[src/rtl/mcm_frame_addr.sv]
// mcm_frame_addr: frame-RAM write-address generator for MCM reply frames.
// Synchronises the async byte strobe, counts bytes, ping-pongs banks and flags overflow/timeout.
module mcm_frame_addr #(
  parameter int  ADDR_W      = 8,
  parameter int  FRAME_LEN   = 144,
  parameter int  SYNC_STAGES = 2,
  parameter int  TIMEOUT     = 4095,
  localparam int CNT_W       = $clog2(FRAME_LEN + 1)
) (
  input  logic              clk,
  input  logic              reset,
  input  logic              iRQ,
  input  logic              iVal,
  output logic [ADDR_W-1:0] oAddr,
  output logic              oBank,
  output logic              oWe,
  output logic [CNT_W-1:0]  oCount,
  output logic              oDone,
  output logic              oOvf,
  output logic              oTimeout
);

  localparam int TMR_W = (TIMEOUT > 1) ? $clog2(TIMEOUT) : 1;
  localparam logic [TMR_W-1:0] TMR_LAST = TMR_W'((TIMEOUT > 0) ? TIMEOUT - 1 : 0);
  localparam logic [CNT_W-1:0] CNT_FULL = CNT_W'(FRAME_LEN);

  if (FRAME_LEN > (2 ** ADDR_W)) begin : g_len_chk
    $error("mcm_frame_addr: FRAME_LEN does not fit in one bank of 2**ADDR_W");
  end
  if (SYNC_STAGES < 2) begin : g_sync_chk
    $error("mcm_frame_addr: SYNC_STAGES must be at least 2");
  end

  typedef enum logic [1:0] {
    S_IDLE = 2'd0,
    S_RECV = 2'd1,
    S_DONE = 2'd2,
    S_ERR  = 2'd3
  } state_t;

  state_t              r_state;
  logic [SYNC_STAGES:0] r_sync;
  logic [ADDR_W-1:0]   r_addr;
  logic                r_bank;
  logic                r_we;
  logic                r_last;
  logic [CNT_W-1:0]    r_count;
  logic                r_done;
  logic                r_ovf;
  logic                r_tmo;
  logic [TMR_W-1:0]    r_timer;
  logic                w_rise;
  logic                w_fall;

  // The top flop of the chain is the edge-detect history bit.
  always_ff @(posedge clk or negedge reset) begin
    if (!reset) begin
      r_sync <= '0;
    end else begin
      r_sync <= {r_sync[SYNC_STAGES-1:0], iVal};
    end
  end

  assign w_rise = r_sync[SYNC_STAGES-1] & ~r_sync[SYNC_STAGES];
  assign w_fall = ~r_sync[SYNC_STAGES-1] & r_sync[SYNC_STAGES];

  // The write strobe is shown with the current address; the address steps and the
  // frame-complete decision is applied one cycle later, so oWe only ever appears in RECV.
  always_ff @(posedge clk or negedge reset) begin
    if (!reset) begin
      r_state <= S_IDLE;
      r_addr  <= '0;
      r_bank  <= 1'b0;
      r_we    <= 1'b0;
      r_last  <= 1'b0;
      r_count <= '0;
      r_done  <= 1'b0;
      r_ovf   <= 1'b0;
      r_tmo   <= 1'b0;
      r_timer <= '0;
    end else if (iRQ) begin
      if (r_state == S_DONE) begin
        r_bank <= ~r_bank;
      end
      r_state <= S_RECV;
      r_addr  <= '0;
      r_we    <= 1'b0;
      r_last  <= 1'b0;
      r_count <= '0;
      r_done  <= 1'b0;
      r_ovf   <= 1'b0;
      r_tmo   <= 1'b0;
      r_timer <= '0;
    end else begin
      r_we   <= 1'b0;
      r_last <= 1'b0;
      if (r_we) begin
        r_addr <= r_addr + ADDR_W'(1);
        if (r_last) begin
          r_done  <= 1'b1;
          r_state <= S_DONE;
        end
      end
      case (r_state)
        S_RECV: begin
          if (w_rise || w_fall) begin
            r_timer <= '0;
          end else if ((TIMEOUT != 0) && (r_timer == TMR_LAST) && !r_last) begin
            r_tmo   <= 1'b1;
            r_state <= S_ERR;
          end else begin
            r_timer <= r_timer + TMR_W'(1);
          end
          if (w_rise && (r_count != CNT_FULL)) begin
            r_count <= r_count + CNT_W'(1);
          end
          if (w_fall) begin
            r_we   <= 1'b1;
            r_last <= (r_count == CNT_FULL);
          end
        end
        S_DONE: begin
          r_timer <= '0;
          if (w_rise) begin
            r_ovf <= 1'b1;
          end
        end
        default: begin
          r_timer <= '0;
        end
      endcase
    end
  end

  assign oAddr    = r_addr;
  assign oBank    = r_bank;
  assign oWe      = r_we;
  assign oCount   = r_count;
  assign oDone    = r_done;
  assign oOvf     = r_ovf;
  assign oTimeout = r_tmo;

endmodule

[config.mk]
export PLATFORM = sky130hd
export DESIGN_NAME = mcm_frame_addr
export DESIGN_NICKNAME = d
export VERILOG_FILES = /design/src/rtl/mcm_frame_addr.sv
export SDC_FILE = /design/constraint.sdc
export NUM_CORES = 1
export LEC_CHECK = 0
export CORE_ASPECT_RATIO = 1.2
export CORE_UTILIZATION = 50
export DETAILED_ROUTE_END_ITERATION = 6
export PLACE_DENSITY_LB_ADDON = 0.1
export RECOVER_POWER = 25
export SYNTH_ARGS = -nofsm -noshare
export SYNTH_HDL_FRONTEND = slang
export SYNTH_SLANG_ARGS = --single-unit
export TNS_END_PERCENT = 100
[constraint.sdc]
create_clock -name clk -period 2 [get_ports clk]
set_clock_uncertainty 0.2 [all_clocks]
set_input_delay 0.4 -clock clk [delete_from_list [all_inputs] [get_ports clk]]
set_output_delay 0.4 -clock clk [all_outputs]
set_load 0.005 [all_outputs]
Yosys cells after proc, flatten, opt, wreduce, memory -nomap -nowiden
Index checks and enable logic that the tools add are counted.
{"block": "totals", "wordCells": 73, "inputBits": 4, "reg_bits": 39}
{"block": "classes", "bitwise": 5, "addsub": 3, "muxes": 31, "eq_ne": 7, "n_reduce_logical": 16}
{"cell": "$mux W12", "n": 4}
{"cell": "$mux W8", "n": 5}
{"cell": "$add A8 B1 Y8 const B", "n": 2}
{"cell": "$mux W1", "n": 16}
{"cell": "$reduce_bool A2 Y1", "n": 7}
{"cell": "$add A12 B1 Y12 const B", "n": 1}
{"cell": "$eq A12 B12 Y1 const B", "n": 1}
{"cell": "$mux W2", "n": 6}
{"cell": "$eq A8 B8 Y1 const B", "n": 1}
{"cell": "$ne A8 B8 Y1 const B", "n": 1}
{"cell": "$reduce_and A2 Y1", "n": 4}
{"cell": "$ne A4 B4 Y1 const B", "n": 1}
{"cell": "$not A1 Y1", "n": 3}
{"cell": "$reduce_and A3 Y1", "n": 1}
{"cell": "$and A1 B1 Y1", "n": 2}
{"cell": "$eq A2 B1 Y1 const B", "n": 1}
{"cell": "$eq A2 B2 Y1 const B", "n": 1}
{"cell": "$logic_and A1 B1 Y1", "n": 2}
{"cell": "$ne A2 B2 Y1 const B", "n": 1}
{"cell": "$logic_not A1 Y1", "n": 1}
{"cell": "$logic_or A1 B1 Y1", "n": 1}

Logic depth before layout (Yosys ltp)
Gate-level depths: netlist (run 1).
{"block": "depth", "word_depth": 6, "mapped_depth": 6}

Least setup slack after synthesis (run 1)
No wires, ideal clock.
{"block": "synth_timing", "kind": "reg2reg", "from": "reg r_sync[2]", "to": "reg r_count[5] (netlist: oCount[5])", "period_less_slack_ps": 1740, "stages_incl_launch_ff": 7, "arrival_time_ps": 1414, "path_slack_ps": 260, "path_buffers": 0, "cell_sequence": "dfrtp_1 -> inv_1 -> ha_1 -> nand3b_1 -> a41oi_2 -> and3_1 -> mux2_4"}
{"block": "synth_via", "elab_chain_len": 5}
{"item": "start, declared", "line": "42", "source": "logic [SYNC_STAGES:0] r_sync;"}
{"item": "start signal, assigned", "line": "60", "source": "r_sync <= {r_sync[SYNC_STAGES-1:0], iVal};"}
{"item": "$not A1 Y1", "line": "64", "source": "assign w_rise = r_sync[SYNC_STAGES-1] & ~r_sync[SYNC_STAGES];"}
{"item": "$and A1 B1 Y1", "line": "64"}
{"item": "$logic_and A1 B1 Y1", "line": "114", "source": "if (w_rise && (r_count != CNT_FULL)) begin"}
{"item": "$reduce_bool A2 Y1 (no source line)"}
{"item": "$reduce_and A2 Y1 (no source line)"}
{"item": "end signal, assigned", "line": "115", "source": "r_count <= r_count + CNT_W'(1);"}
{"item": "end, declared", "line": "47", "source": "logic [CNT_W-1:0] r_count;"}
No other way between the ends.
A chain may end at the register's enable or synchronous reset.

Worst setup path in the final report (run 1)
{"block": "layout_timing", "from": "reg r_count[2] (netlist: oCount[2])", "to": "out oCount[2]"}
{"item": "end, declared", "line": "17", "source": "output logic [CNT_W-1:0] oCount,"}
No word-level cell between the ends.

==> metrics, run 1 <==
initial core utilization 53.2%; cell area power density 596 mW/mm^2; via count 1522; met2 Track Usage GR 36.8%; Worst-Margin Slew 0.944 ns; Synth Area in XOR/XNOR 4.86%; Via-to-Cell Ratio 5.49; main combinational cell family by area after synthesis simple AND/OR/NAND/NOR gates; ys flop type dfrtp_1; First-pass DRT Iterations 4; Post-DP Area 0.00230 mm^2; die area 0.00422 mm^2; Peak supply drop 0.341 mV; initial antenna violation count 0; final hold vios 0; most frequent cells after synthesis dfrtp_1, nor2_1, a21oi_1, nand2_1, nand4_1; vias in the first global route 1466; Antenna diodes 0; CP max stage cell clkdlybuf4s50_1; Multi-input gate area 931 um^2; outcome completed; # IOs 25; CTS Buf Count 5; H-tree levels 2; Final Routed Wirelength 3790 um; WP buf/inv 1; DRC viols 0; leakage 1.04 nW; met1 usage 23.2%; fillcell total 329; IO Port Bufs 24; CP Launch Type flip-flop; yosys warns 0; crit path max fanout 8; met3 Resource Use GR 3.84%; P&R area growth vs syn 20.2%; largest net degree at the start of global routing 40; Synth Area per Inst 10.3 um^2; CTS tree done; Synth Area in Compound Gates 7.90%; CP top delay family buffers and inverters; RD Place Congestion 0.785; EDFF count, synth 0; Fmax 538 MHz; Routed wire per std cell 13.7 um; Synth cell types 39; core box area 0.00372 mm^2; Final period util 92.9%; HP Class flip-flop to flip-flop; Power Total 1.42 mW; Synthesized Nets 203; Mapped Cells 192; Chip Height 70.9 um; sequential fraction of the synthesis area 49.3%; Fin Setup TNS 0 ns; WP data arrival 1.26 ns; MaxCap Viol Count 0; Setup Viol. Count Final 0; max-slew violations 0; max incr delay on CP 0.53 ns; share of post-route cells with drive strength above 1 9.78%; most frequent cell after synthesis dfrtp_1; Total GRT Usage 20.3%; ranking of synthesized cells by area dfrtp_1, mux2i_1, ha_1; Core Rows 24; clk buf depth 2; 1st-iter DRT viols 101; mux cell area share after synthesis 5.31%; WS Path Type flip-flop to output pin; Final nets 235; first-pass GRT wire length 6430 um; top-area cell type share of the netlist area 49.3%; dpl hpwl 2790 um; Most Crowded Layer GR met2; Post-synth ARST share 100%; register area 976 um^2; clock-pin slew on the worst setup and hold paths 0.07 ns; Req. time, crit path 1.40 ns; Yosys reg bits 39; CTS Root Cell clkbuf_8; worst-skew pair later-pin latency 0.29 ns; fraction of the mapped netlist area in adder cells 4.42%; Die X-Extent 59.5 um; Worst setup EP type output pin; RSZ-0062 raised after global routing no; Yosys top cell by area dfrtp_1; simple-gate portion of the synthesized area 24.8%; Netlist Area Pre-Place 0.00198 mm^2; TritonCTS Sinks 39; Final min period 1.86 ns; cell area after layout 0.00238 mm^2; Max-slew headroom 37.1%; gr ovfl total 0; DRT antenna net count 0; cells along the critical path clkdlybuf4s50_1
## sequential cells by signal (all words and copies together), names as in the netlist
signal and flops:
oAddr 8, oBank 1, oCount 8, oDone 1
oOvf 1, oTimeout 1, oWe 1, r_last 1
r_state 2, r_sync 3, r_timer 12
## placed cells by master, fill, tap and decap left out, types with 4 or more instances in the layout
cell,count
mux2i_1,9
nand4_1,11
nand3_1,5
xor2_1,8
a21oi_1,15
and3_1,5
nor3_1,4
dfrtp_1,39
nand2_1,15
o21ai_0,5
nand2b_1,7
clkdlybuf4s50_1,21
clkbuf_8,5
inv_1,8
ha_1,7
nor2_1,16
## metrics by stage
stage,hold WS (ns),std cells,util (%),setup WS [ns]
final,0.153,277,63.9,0.142
after global routing,0.161,277,63.9,0.0786
after CTS,0.158,277,64.2,0.131
after detailed placement,0.141,268,61.8,0.0784
after global placement,0.137,268,61.8,0.146
after floorplan,-0.0956,192,-,0.260
## kinds of logic (layout without fill, tap and decap cells)
family / count (synthesis) / in the layout
mux: 10 / 10
flops: 39 / 39
compound gates: 26 / 26
fa+ha+maj: 7 / 7
buf+inv: 14 / 47
simple gates: 85 / 85
xor+xnor: 11 / 11
## what timing repair did
| action | in CTS | in global routing |
|---|---|---|
| gates resized for setup | 0 | 0 |
| buffers inserted | 0 | 0 |
| endpoints found under the hold margin | 39 | 0 |
| hold buffers | 1 | 0 |
## final timing paths
check	start	end	slack [ns]	depth (start not counted)
setup / recovery	oCount[2]	oCount[2]	0.14	1
max in group asynchronous	reset	oCount[5]	0.34	3
min in group asynchronous	reset	oAddr[5]	0.67	3
hold / removal	r_sync[0]	r_sync[1]	0.15	0
hold reg to reg	r_sync[0]	r_sync[1]	0.15	0
setup reg to reg	r_sync[2]	oCount[5]	0.20	6
## power by group
part	switching [mW]	total [mW]	internal [mW]
sequential	0.0136	0.814	0.800
combinational	0.0597	0.107	0.0473
clock	0.253	0.497	0.244
total	0.326	1.42	1.09
## per-layer routing
layer,vias up,part of all wire [%]
met1,745,42
met4,0,1.1
met5,-,0
met3,5,3.1
met2,35,54
li1,737,-
## final cells by class
cell class | instances | share of cell area (%)
Sequential cell | 39 | 41.0
Clock inverter | 1 | 0.210
Tap cell | 52 | 2.73
Clock buffer | 7 | 3.21
Inverter | 8 | 1.26
Multi-Input combinational cell | 139 | 39.1
Timing Repair Buffer | 31 | 12.5
No activity file was read; power rests on OpenSTA's default activity.
==> run 2: changes to the inputs <==
--- a/config.mk
+++ b/config.mk
@@ -7,6 +7,7 @@
 export LEC_CHECK = 0
 export CORE_ASPECT_RATIO = 1.2
 export CORE_UTILIZATION = 50
+export CTS_BUF_LIST = sky130_fd_sc_hd__clkbuf_8
 export DETAILED_ROUTE_END_ITERATION = 6
 export PLACE_DENSITY_LB_ADDON = 0.1
 export RECOVER_POWER = 25
==> run 2 against run 1 <==
Net effect:
- worst setup slack lost 0.0074 ns
- die area is the same
- first-iteration DRC count is 0.99% higher
- core utilization unchanged
- sequential share of layout area did not move
- highest routed layer unchanged
- clock power down 2%
- register-to-register slack about the same
- via count grew 0.39%
- largest cell class unchanged
- cell area unchanged
- flip-flop and latch count did not move
==> metrics, run 2 (synthesis gave the netlist of run 1 again) <==
CP Launch Type flip-flop; Final min period 1.87 ns (+0.00744 ns); Fin Setup TNS 0 ns (unchanged); Peak supply drop 0.340 mV (-0.33%); met3 Resource Use GR 3.84% (unchanged); HP Class flip-flop to flip-flop; Req. time, crit path 1.40 ns (about the same); Antenna diodes 0 (unchanged); number of setup buffers added after CTS 0 (unchanged); Most Crowded Layer GR met2; commonest non-fill, non-tap cell in the layout dfrtp_1; Final nets 235 (unchanged); H-tree levels 2 (unchanged); die area 0.00422 mm^2 (unchanged); Fmax 536 MHz (-0.40%); Final period util 93.3% (+0.37 points); WS Path Type flip-flop to output pin; flop2flop setup slack 0.20 ns (about the same); max-slew violations 0 (unchanged); CP max stage cell clkdlybuf4s50_1; TritonCTS Sinks 39 (unchanged); final hold vios 0 (unchanged); clock share of power 34.5% (-0.6 points); Total GRT Usage 20.3% (unchanged); cell area power density 591 mW/mm^2 (-0.82%); Largest register FFs 12 (unchanged); Worst-Margin Slew 0.947 ns (+0.00280 ns); crit path max fanout 8 (unchanged); RD Place Congestion 0.785 (unchanged); max incr delay on CP 0.54 ns (about the same); Comb power frac 7.6% (about the same); Via-to-Cell Ratio 5.52 (+0.39%); Max-slew headroom 36.9% (-0.19 points); IO Port Bufs 24 (unchanged); CP top delay family buffers and inverters; leakage 1.05 nW (+0.80%); Worst setup EP type output pin; core box area 0.00372 mm^2 (unchanged); register area 976 um^2 (unchanged); CTS tree done; clock-pin slew on the worst setup and hold paths 0.07 ns (about the same); Cell Int Power 1.08 mW (-0.94%); dpl hpwl 2790 um (unchanged); 1st-iter DRT viols 102 (+0.99%); commonest non-fill, non-tap cells in the layout dfrtp_1, clkdlybuf4s50_1, nor2_1; Sequential Power Share 57.9% (+0.5 points); DRT antenna net count 0 (unchanged); share of post-route cells with drive strength above 1 9.78% (unchanged); WP data arrival 1.27 ns (about the same); fillcell total 329 (unchanged); MaxCap Viol Count 0 (unchanged); Die X-Extent 59.5 um (unchanged); Power Total 1.41 mW (-0.82%); Core Rows 24 (unchanged); cells along the critical path clkdlybuf4s50_1; P&R area growth vs syn 20.2% (unchanged); Chip Height 70.9 um (unchanged); DRC viols 0 (unchanged); initial core utilization 53.2% (unchanged); met1 usage 23.2% (unchanged); WP buf/inv 1 (unchanged); CTS Buf Count 5 (unchanged); Routed wire per std cell 13.6 um (-0.34%); clk buf depth 2 (unchanged); first-pass GRT wire length 6430 um (unchanged); Reg with most FFs r_timer; gr ovfl total 0 (unchanged); switching power total 0.325 mW (-0.39%); Multi-input gate area 931 um^2 (unchanged); Setup Viol. Count Final 0 (unchanged); met2 Track Usage GR 36.8% (unchanged); # IOs 25 (unchanged); vias in the first global route 1466 (unchanged); CTS Root Cell clkbuf_8; Final Routed Wirelength 3780 um (-0.34%); worst-skew pair later-pin latency 0.29 ns (about the same); initial antenna violation count 0 (unchanged); outcome completed; Sw Ratio 23.1% (+0.10 points); via count 1528 (+0.39%); First-pass DRT Iterations 4 (unchanged); RSZ-0062 raised after global routing no; largest net degree at the start of global routing 40 (unchanged)
run 2: changes by cell type in the layout (fill, tap and decap cells not counted):
cell | before | now
clkbuf_1 | 2 | 0
inv_1 | 8 | 10
run 2: layer usage:
metal,vias to the layer above,wire length (um)
met1,745,1580
met3,5,129
li1,737,-
met4,0,41
met2,41,2020
met5,-,0
run 2: path summary, 6_finish.rpt:
| kind | from | endpoint | cells after the start |
|---|---|---|---|
| hold reg to reg | r_sync[0] | r_sync[1] | 0 |
| min in group asynchronous | reset | oAddr[5] | 3 |
| setup reg to reg | r_sync[2] | oCount[5] | 6 |
| hold / removal | r_sync[0] | r_sync[1] | 0 |
| max in group asynchronous | reset | oCount[5] | 3 |
| setup / recovery | oCount[2] | oCount[2] | 1 |
run 2: stage by stage:
step / util (%) / area [um^2] / setup WS [ns] / hold slack [ns] / std cells
final: 63.9 / 2380 / 0.135 / 0.153 / 277
after global routing: 63.9 / 2380 / 0.0786 / 0.161 / 277
after CTS: 64.2 / 2390 / 0.131 / 0.158 / 277
after detailed placement: 61.8 / 2300 / 0.0784 / 0.141 / 268
after global placement: 61.8 / 2300 / 0.146 / 0.137 / 268
after floorplan: - / 1980 / 0.260 / -0.0956 / 192
run 2: final cells by class:
cell class	count	share of cell area [%]
multi-input cells	139	39.1
clock inverters	3	0.525
repair buffers	31	12.5
well taps	52	2.73
clock buffers	5	2.89
inverters	8	1.26
flip-flops and latches	39	41.0
run 2: worst register-to-register path, stage by stage, from the launching register on:
cell and delay, ns:
dfrtp_1 0.39, inv_1 0.06, ha_1 0.20, nand3b_1 0.13, a41oi_2 0.19, and3_1 0.21
mux2_4 0.31
run 2: repair_timing:
action | 4_1_cts | 5_1_grt
endpoints found under the hold margin | 39 | 0
resized for setup | 0 | 0
hold buffers | 1 | 0
endpoints found under the setup margin | 0 | 0
run 2: power groups by stage:
stage / Sequential (mW) / Combinational [mW] / Clock, mW
global placement: 0.828 / 0.106 / 0
detailed placement: 0.829 / 0.110 / 0
global route: 0.815 / 0.120 / 0.531
finish: 0.814 / 0.107 / 0.486
CTS: 0.814 / 0.112 / 0.510
floorplan: 0.826 / 0.0519 / 0
